`src/rtl/xbar_ctrl_bbm.sv`:
```
// Crossbar control-bus generator: selects between GDS/SPI override pins and a
// registered configuration word, with break-before-make on every bus change.
module xbar_ctrl_bbm #(
    parameter int unsigned SEL_W       = 3,
    parameter int unsigned BBM_CYCLES  = 2,
    parameter int unsigned SYNC_STAGES = 2
) (
    input  logic                 clk,
    input  logic                 rst_n,
    input  logic                 w,
    input  logic                 s,
    input  logic [2*SEL_W-1:0]   in,
    input  logic                 in_valid,
    output logic                 in_ready,
    output logic [2*SEL_W-1:0]   ctrl_out,
    output logic                 busy,
    output logic                 cfg_err
);

    localparam int unsigned BusW = 2 * SEL_W;
    localparam int unsigned CntW = (BBM_CYCLES > 1) ? $clog2(BBM_CYCLES) : 1;
    localparam logic [CntW-1:0]  CntMax    = CntW'(BBM_CYCLES - 1);
    localparam logic [SEL_W-1:0] FieldBit0 = SEL_W'(1);
    localparam logic [SEL_W-1:0] FieldBit1 = SEL_W'(2);
    localparam logic [SEL_W-1:0] FieldMsb  = SEL_W'(1) << (SEL_W - 1);

    typedef enum logic {
        StStable,
        StBreak
    } state_e;

    function automatic logic is_onehot(input logic [SEL_W-1:0] f);
        int unsigned n;
        n = 0;
        for (int unsigned i = 0; i < SEL_W; i++) begin
            n += 32'(f[i]);
        end
        return n == 1;
    endfunction

    logic [SYNC_STAGES-1:0] w_sync, s_sync;
    logic                   w_q, s_q;
    logic [BusW-1:0]        cfg_q;
    logic [BusW-1:0]        ctrl_q, ctrl_d;
    logic [BusW-1:0]        target;
    logic [CntW-1:0]        cnt_q, cnt_d;
    state_e                 state_q, state_d;
    logic                   cfg_err_q;
    logic                   accept, in_ok;

    assign w_q = w_sync[SYNC_STAGES-1];
    assign s_q = s_sync[SYNC_STAGES-1];

    // w has priority over s, both over the stored configuration.
    always_comb begin
        target = cfg_q;
        if (w_q) begin
            target = {FieldBit0, FieldBit0};
        end else if (s_q) begin
            target = {FieldBit1, FieldBit1};
        end
    end

    assign in_ready = (state_q == StStable);
    assign busy     = (state_q == StBreak);
    assign ctrl_out = ctrl_q;
    assign cfg_err  = cfg_err_q;
    assign accept   = in_valid && in_ready;
    assign in_ok    = is_onehot(in[BusW-1:SEL_W]) && is_onehot(in[SEL_W-1:0]);

    always_ff @(posedge clk or negedge rst_n) begin
        if (!rst_n) begin
            w_sync    <= '0;
            s_sync    <= '0;
            cfg_q     <= {FieldMsb, FieldMsb};
            cfg_err_q <= 1'b0;
        end else begin
            w_sync    <= {w_sync[SYNC_STAGES-2:0], w};
            s_sync    <= {s_sync[SYNC_STAGES-2:0], s};
            cfg_err_q <= accept && !in_ok;
            if (accept && in_ok) begin
                cfg_q <= in;
            end
        end
    end

    always_ff @(posedge clk or negedge rst_n) begin
        if (!rst_n) begin
            state_q <= StBreak;
            cnt_q   <= CntMax;
            ctrl_q  <= '0;
        end else begin
            state_q <= state_d;
            cnt_q   <= cnt_d;
            ctrl_q  <= ctrl_d;
        end
    end

    // The bus only ever moves selection -> zero -> selection, never directly.
    always_comb begin
        state_d = state_q;
        cnt_d   = cnt_q;
        ctrl_d  = ctrl_q;
        unique case (state_q)
            StStable: begin
                if (target != ctrl_q) begin
                    ctrl_d  = '0;
                    cnt_d   = CntMax;
                    state_d = StBreak;
                end
            end
            StBreak: begin
                if (cnt_q == '0) begin
                    ctrl_d  = target;
                    state_d = StStable;
                end else begin
                    cnt_d = cnt_q - CntW'(1);
                end
            end
            default: state_d = StBreak;
        endcase
    end

endmodule

```
`config.mk`:
```
export PLATFORM = sky130hd
export DESIGN_NAME = xbar_ctrl_bbm
export DESIGN_NICKNAME = d
export VERILOG_FILES = /design/src/rtl/xbar_ctrl_bbm.sv
export SDC_FILE = /design/constraint.sdc
export NUM_CORES = 1
export LEC_CHECK = 0
export CAP_MARGIN = 15
export CORE_MARGIN = 5
export CORE_UTILIZATION = 45
export CTS_BUF_LIST = sky130_fd_sc_hd__clkbuf_4
export DETAILED_ROUTE_END_ITERATION = 10
export HOLD_SLACK_MARGIN = 0.1
export PLACE_DENSITY = 0.83
export SLEW_MARGIN = 20
export SYNTH_ARGS = -nofsm -noshare
export SYNTH_HDL_FRONTEND = slang
export SYNTH_SLANG_ARGS = --single-unit
export TNS_END_PERCENT = 30
```
`constraint.sdc`:
```
create_clock -name clk -period 2.9 [get_ports clk]
set_input_delay 0.58 -clock clk [delete_from_list [all_inputs] [get_ports clk]]
set_output_delay 0.58 -clock clk [all_outputs]
set_load 0.02 [all_outputs]
```
==> summary.md, run 1 <==
| Metric | Value |
|---|---|
| Final Max Tran Viols | 0 |
| Post-cts resize count | 0 |
| Skew final | ~5.6 ps |
| Fin cells | around 150 |
| CP cell instances | clkdlybuf4s50_1 -> fa_1 -> nand2_1 -> nor3_1 -> nand3_1 -> mux2_2 |
| Die X | about 57 um |
| Ys async rst share | 100% |
| Drt drc | 0 |
| CTS tree | yes |
| Area Overhead vs Synth | 24.1% |
| CTS H-tree lvls | 1 |
| DP HPWL | around 1600 um |
| Clk sinks | 19 |
| VDD IR max | 0.000452 V |
| Mapped cell area | ~1000 sq um |
| Mapped Nets | between 100 and 150 |
| PD cells | between 800 and 900 mW/mm^2 |
| Final hold violations | 0 |
| Buffer and inverter count on the worst path | 1 |
| Max_cap viols | 0 |
| Placed insts | roughly 150 |
| Row count | 17 |
| Hold Crit Start | s_sync[0] |
| Syn_area_per_cell | 9.32 sq um |
| Max Fclk | approximately 430 MHz |
| Overall Power | ~1 mW |
| First-pass GRT wire length | around 3600 um |
| Antenna Violating Nets Remaining | 0 |
| Final instance area | approximately 0.0012 sq mm |
| Count of cell types in the netlist | 28 |
| Clk_lat worst skew | approximately 290 ps |
| Reg2Reg Capture Point | busy |
| Drt pass-1 iters | 3 |
| Total vias in the final route | between 800 and 900 |
| Vias in the first global route | just over 800 |
| Drt total wl | just over 2000 um |
| Status | completed |
| Initial antenna violation count | 0 |
| Clock slew at reported path FFs | 110 ps |
| Crit Path Max Fanout | 9 |
| Initial Utilization | between 40% and 50% |
| Worst R2R Start | cfg_q[3] |
| Setup_tns | 0 ps |
| Fin nets | around 140 |
| Final setup fails | 0 |
| Crit Path Category | input pin to register |
| CP arrival | between 2000 and 3000 ps |
| IO Pins | 20 |
| Placeable Area | about 0.0021 sq mm |
| # diodes | 0 |
| Register area share after synthesis | roughly 49% |
| Via/cell ratio | 5.40 |
| Post-CTS Setup Bufs | 0 |
| Commonest non-fill, non-tap cells in the layout | clkdlybuf4s50_1, nand2_1, dfrtp_1 |
| # port buffers | 19 |
| Max stage delay cell, worst path | fa_1 |
| Fillcell total | roughly 190 |
| Yosys Warn Count | 0 |
| Largest net degree at the start of global routing | 20 |
| Iter 0 DRT Violations | 9 |
| Startpoint Class | input pin |
| Clock Path Buffers | 2 |
| Post-Place Cell Area | between 0.001 and 0.0015 sq mm |
| Min cycle time layout | around 2300 ps |
| Final core utilization | 57.1% |
| #FFs+latches synth | 19 |
| Die Y-Extent | around 57 um |
| Total Routing Usage GR | 13.7% |
| Slew HR | 44.6% |
| Post-synth top flop | dfrtp_1 |
| CP Capture Type | register |
| Die area | 0.00323 sq mm |
| Max incr delay on CP | between 500 and 600 ps |
| WHS Endpoint | s_sync[1] |
| FF-to-FF path depth | 5 |
| Commonest non-fill, non-tap cell in the layout | clkdlybuf4s50_1 |
| Final period utilization | between 80% and 90% |
| Aggregate global routing overflow | 0 |
| Hold Path Cell Cnt | 0 |
| RePlAce Congestion | 0.839 |
| Worst reg2reg setup slack | ~970 ps |
| Cell count after synthesis | between 100 and 150 |
| Average wire per standard cell | 13.4 um |
| Worst Hold Class | register to register |
| Num CTS Buffers | 3 |
| Root buffer cell | clkbuf_4 |
| Worst path required time | around 3100 ps |
| RSZ-0062 raised after global routing | no |
| CP top delay family | simple AND/OR/NAND/NOR gates |
| P_leak | 0.503 nW |
| EDFF count, synth | 0 |
| Hold buffer count at cts | 0 |
| Fraction of layout cells with a size suffix above 1 | between 10% and 20% |
| Slew @ Worst Pin | 828 ps |
## state kept, by name, indices dropped and copies added (netlist names)
register,cells
cfg_q,6
busy,1
ctrl_out,6
s_sync,2
cfg_err,1
cnt_q,1
w_sync,2
## cell type report
type	instances	area [sq um]	share of cell area [%]
clock inverter	1	5.00	0.408
clock buffer	3	22.5	1.84
timing repair buffer	19	190	15.5
tap	28	35.0	2.86
inverter	5	18.8	1.53
multi-input combinational	78	474	38.7
sequential	19	480	39.2
## cell usage after synthesis, types with 2 or more instances
master / count / share of area [%]
fa_1: 2 / 4.1
nand2_1: 17 / 6.5
dfrtp_1: 15 / 38
nand4_1: 2 / 1.3
o22ai_1: 4 / 2.5
mux2_2: 3 / 3.4
nor2b_1: 3 / 1.9
inv_1: 5 / 1.9
nor3_1: 5 / 2.5
dfstp_2: 4 / 11
nor3b_1: 2 / 1.5
a21oi_1: 9 / 4.6
nor2_1: 8 / 3.0
clkbuf_1: 3 / 1.1
o21ai_0: 11 / 5.6
## worst reg2reg max path, delay by kind of cell, from the launching register on
family             cells  cell delay [ps]
and+or+nand+nor        1              520
muxes                  1              310
AOI/OAI and AO/OA      3              600
DFF                    1              450
## routing by layer
layer	global-route usage, %	up-vias	part of all wire, %
li1	-	412	-
met1	16.7	399	44
met2	23.4	13	51
met3	2.07	2	3.7
met4	6.62	0	1.1
met5	0	-	0
## how the worst max path moves through the flow
stage,slack [ps],depth (start not counted),from,end
4_1_cts,570,6,in[3],cfg_q[4]
3_5_place_dp,240,6,in[3],cfg_q[4]
2_1_floorplan,910,5,in[3],cfg_q[3]
3_3_place_gp,380,6,in[3],cfg_q[3]
5_1_grt,440,6,in[3],cfg_q[4]
6_report,570,6,in[3],cfg_q[4]
## power breakdown
part | internal (mW) | total [mW] | leakage (nW) | switching (mW)
clock network | 0.0512 | 0.131 | 0.0177 | 0.0797
logic | 0.194 | 0.386 | 0.251 | 0.192
registers | 0.357 | 0.478 | 0.234 | 0.121
total | 0.603 | 0.995 | 0.503 | 0.392
## per-stage QoR
| stage | hold WS, ps | setup WS, ps |
|---|---|---|
| 4_1_cts | 361 | 566 |
| 2_1_floorplan | 284 | 907 |
| 3_3_place_gp | 334 | 380 |
| 5_1_grt | 367 | 442 |
| 6_report | 358 | 574 |
| 3_5_place_dp | 335 | 242 |
## logic make-up (layout without fill, tap and decap cells)
kind of cell             after synthesis  after routing  share of synthesized area, %
flip-flops                            19             19                          48.6
buffers and inverters                  9             28                          3.42
adder cells (fa/ha/maj)                2              2                          4.05
AO/OA/AOI/OAI                         29             29                          18.1
multiplexers                           4              4                          4.94
XOR/XNOR                               1              1                         0.886
AND/OR/NAND/NOR                       42             42                          20.0
Power figures use the tool's default switching activity.
==> run 2: changes to the inputs <==
- PLACE_DENSITY: 0.83 -> 0.86
- clock period: 2.9 -> 1.9 ns (I/O delays scaled with it)
==> run 2 against run 1 <==
The run now ends with setup timing left. First-iteration DRC count rose by 44%. Routed wire length rose by 7.2%. Cell count increased by 7.2%. Register-to-register slack got worse by 930 ps. Clock power up 55%. Design area is 10% higher. Combinational power rose by 90%. Critical path type unchanged. Largest cell class is now multi-input combinational cells.
==> summary.md, run 2 (synthesis results as in run 1) <==
| Metric | Value |
|---|---|
| Post-Place Cell Area | 0.00127 sq mm |
| Slew @ Worst Pin | 342 ps |
| CTS tree | yes |
| Drt total wl | 2210 um |
| Min cycle time layout | around 1900 ps |
| Hold Path Cell Cnt | 0 |
| RePlAce Congestion | between 0.8 and 0.9 |
| CP Capture Type | register |
| Max_cap viols | 0 |
| Clock slew at reported path FFs | 110 ps |
| Final Max Tran Viols | 0 |
| Clk sinks | 19 |
| FF-to-FF path depth | 5 |
| Worst path required time | 2090 ps |
| RSZ-0062 raised after global routing | yes |
| DP HPWL | ~1600 um |
| Final setup margin | -1.55 ps |
| Drt pass-1 iters | 4 |
| Final instance area | approximately 0.0014 sq mm |
| Num CTS Buffers | 3 |
| Total Routing Usage GR | roughly 14% |
| Iter 0 DRT Violations | 13 |
| CP arrival | 2090 ps |
| Status | complete, but fails checks |
| # diodes | 0 |
| Vias in the first global route | ~870 |
| Worst R2R Start | cfg_q[4] |
| Drt drc | 0 |
| Crit Path Category | input pin to register |
| Clock Path Buffers | 2 |
| Area Overhead vs Synth | 37.0% |
| # port buffers | 19 |
| Average wire per standard cell | about 13 um |
| Fraction of layout cells with a size suffix above 1 | a little over a fifth |
| P_leak | about 0.6 nW |
| PD cells | around 1200 mW/mm^2 |
| Via/cell ratio | between 5 and 6 |
| Worst Hold Class | register to register |
| Aggregate global routing overflow | 0 |
| Total vias in the final route | approximately 900 |
| Setup_tns | -1.55 ps |
| Initial Utilization | between 40% and 50% |
| Crit Path Max Fanout | 4 |
| Skew final | approximately 3.3 ps |
| CTS H-tree lvls | 1 |
| Row count | 17 |
| Antenna Violating Nets Remaining | 0 |
| Hold Crit Start | w_sync[0] |
| Failing checks | setup timing |
| Slew HR | 77.0% |
| Commonest non-fill, non-tap cells in the layout | nand2_1, clkdlybuf4s50_1, dfrtp_1 |
| Initial antenna violation count | 0 |
| Final hold violations | 0 |
| Final core utilization | a little over three fifths |
| Final period utilization | 100% |
| Pre-CTS setup slack | -404 ps |
| WHS Endpoint | w_sync[1] |
| Die Y-Extent | 56.9 um |
| Placeable Area | ~0.0021 sq mm |
| Die X | roughly 57 um |
| IO Pins | 20 |
| Largest net degree at the start of global routing | 20 |
| Hold buffer count at cts | 0 |
| Max Fclk | between 500 and 600 MHz |
| First-pass GRT wire length | around 3600 um |
| Reg2Reg Capture Point | busy |
| Root buffer cell | clkbuf_4 |
| VDD IR max | between 0.0006 and 0.0007 V |
| Fin nets | 150 |
| Startpoint Class | input pin |
| Die area | 0.00323 sq mm |
| Worst reg2reg setup slack | 40 ps |
| Clk_lat worst skew | approximately 290 ps |
| Final setup fails | 1 |
run 2: metal layers:
metal  vias up  global-route usage [%]  wire [um]
met4         0                    7.62         22
met1       442                    16.6        915
met2        18                    24.6       1190
met3         2                    2.30         74
met5         -                       0          0
li1        434                       -          -
run 2: critical path, cell delays in order:
cell	delay (ps)
clkdlybuf4s50_1	470
inv_2	40
fa_1	520
nor3_4	220
nand3_2	150
mux2_2	300
run 2: how the worst max path moves through the flow:
| stage | slack (ps) | cells past startpoint | endpoint | from |
|---|---|---|---|---|
| 6_report | -2 | 6 | cfg_q[3] | in[2] |
| 5_1_grt | -30 | 6 | cfg_q[3] | in[2] |
| 4_1_cts | 10 | 1 | busy | busy |
| 3_5_place_dp | -400 | 8 | cfg_q[0] | in[0] |
| 3_3_place_gp | -310 | 8 | cfg_q[0] | in[0] |
| 2_1_floorplan | 50 | 5 | busy | ctrl_out[3] |
run 2: power breakdown:
group	total, mW	internal (mW)	switching [mW]
combinational	0.734	0.370	0.363
clock	0.203	0.0783	0.124
sequential	0.699	0.545	0.154
run 2: final cells by class:
class	count	area, sq um
sequential	19	480
inverter	5	18.8
timing repair buffer	30	288
tap	28	35.0
clock inverter	1	5.00
clock buffer	3	22.5
multi-input combinational	78	504
fill	180	795
run 2: stage by stage:
stage / std cells / power (mW) / hold WS, ps
after floorplan: 106 / 1.08 / 84.4
after global placement: 159 / 1.37 / 335
after detailed placement: 159 / 1.40 / 337
after CTS: 163 / 1.61 / 363
after global routing: 164 / 1.75 / 377
final: 164 / 1.64 / 362
run 2: what timing repair did:
item	in CTS	in global routing
endpoints found under the setup margin	6	11
resized for setup	2	12
pin swaps	1	3
setup buffers	0	1
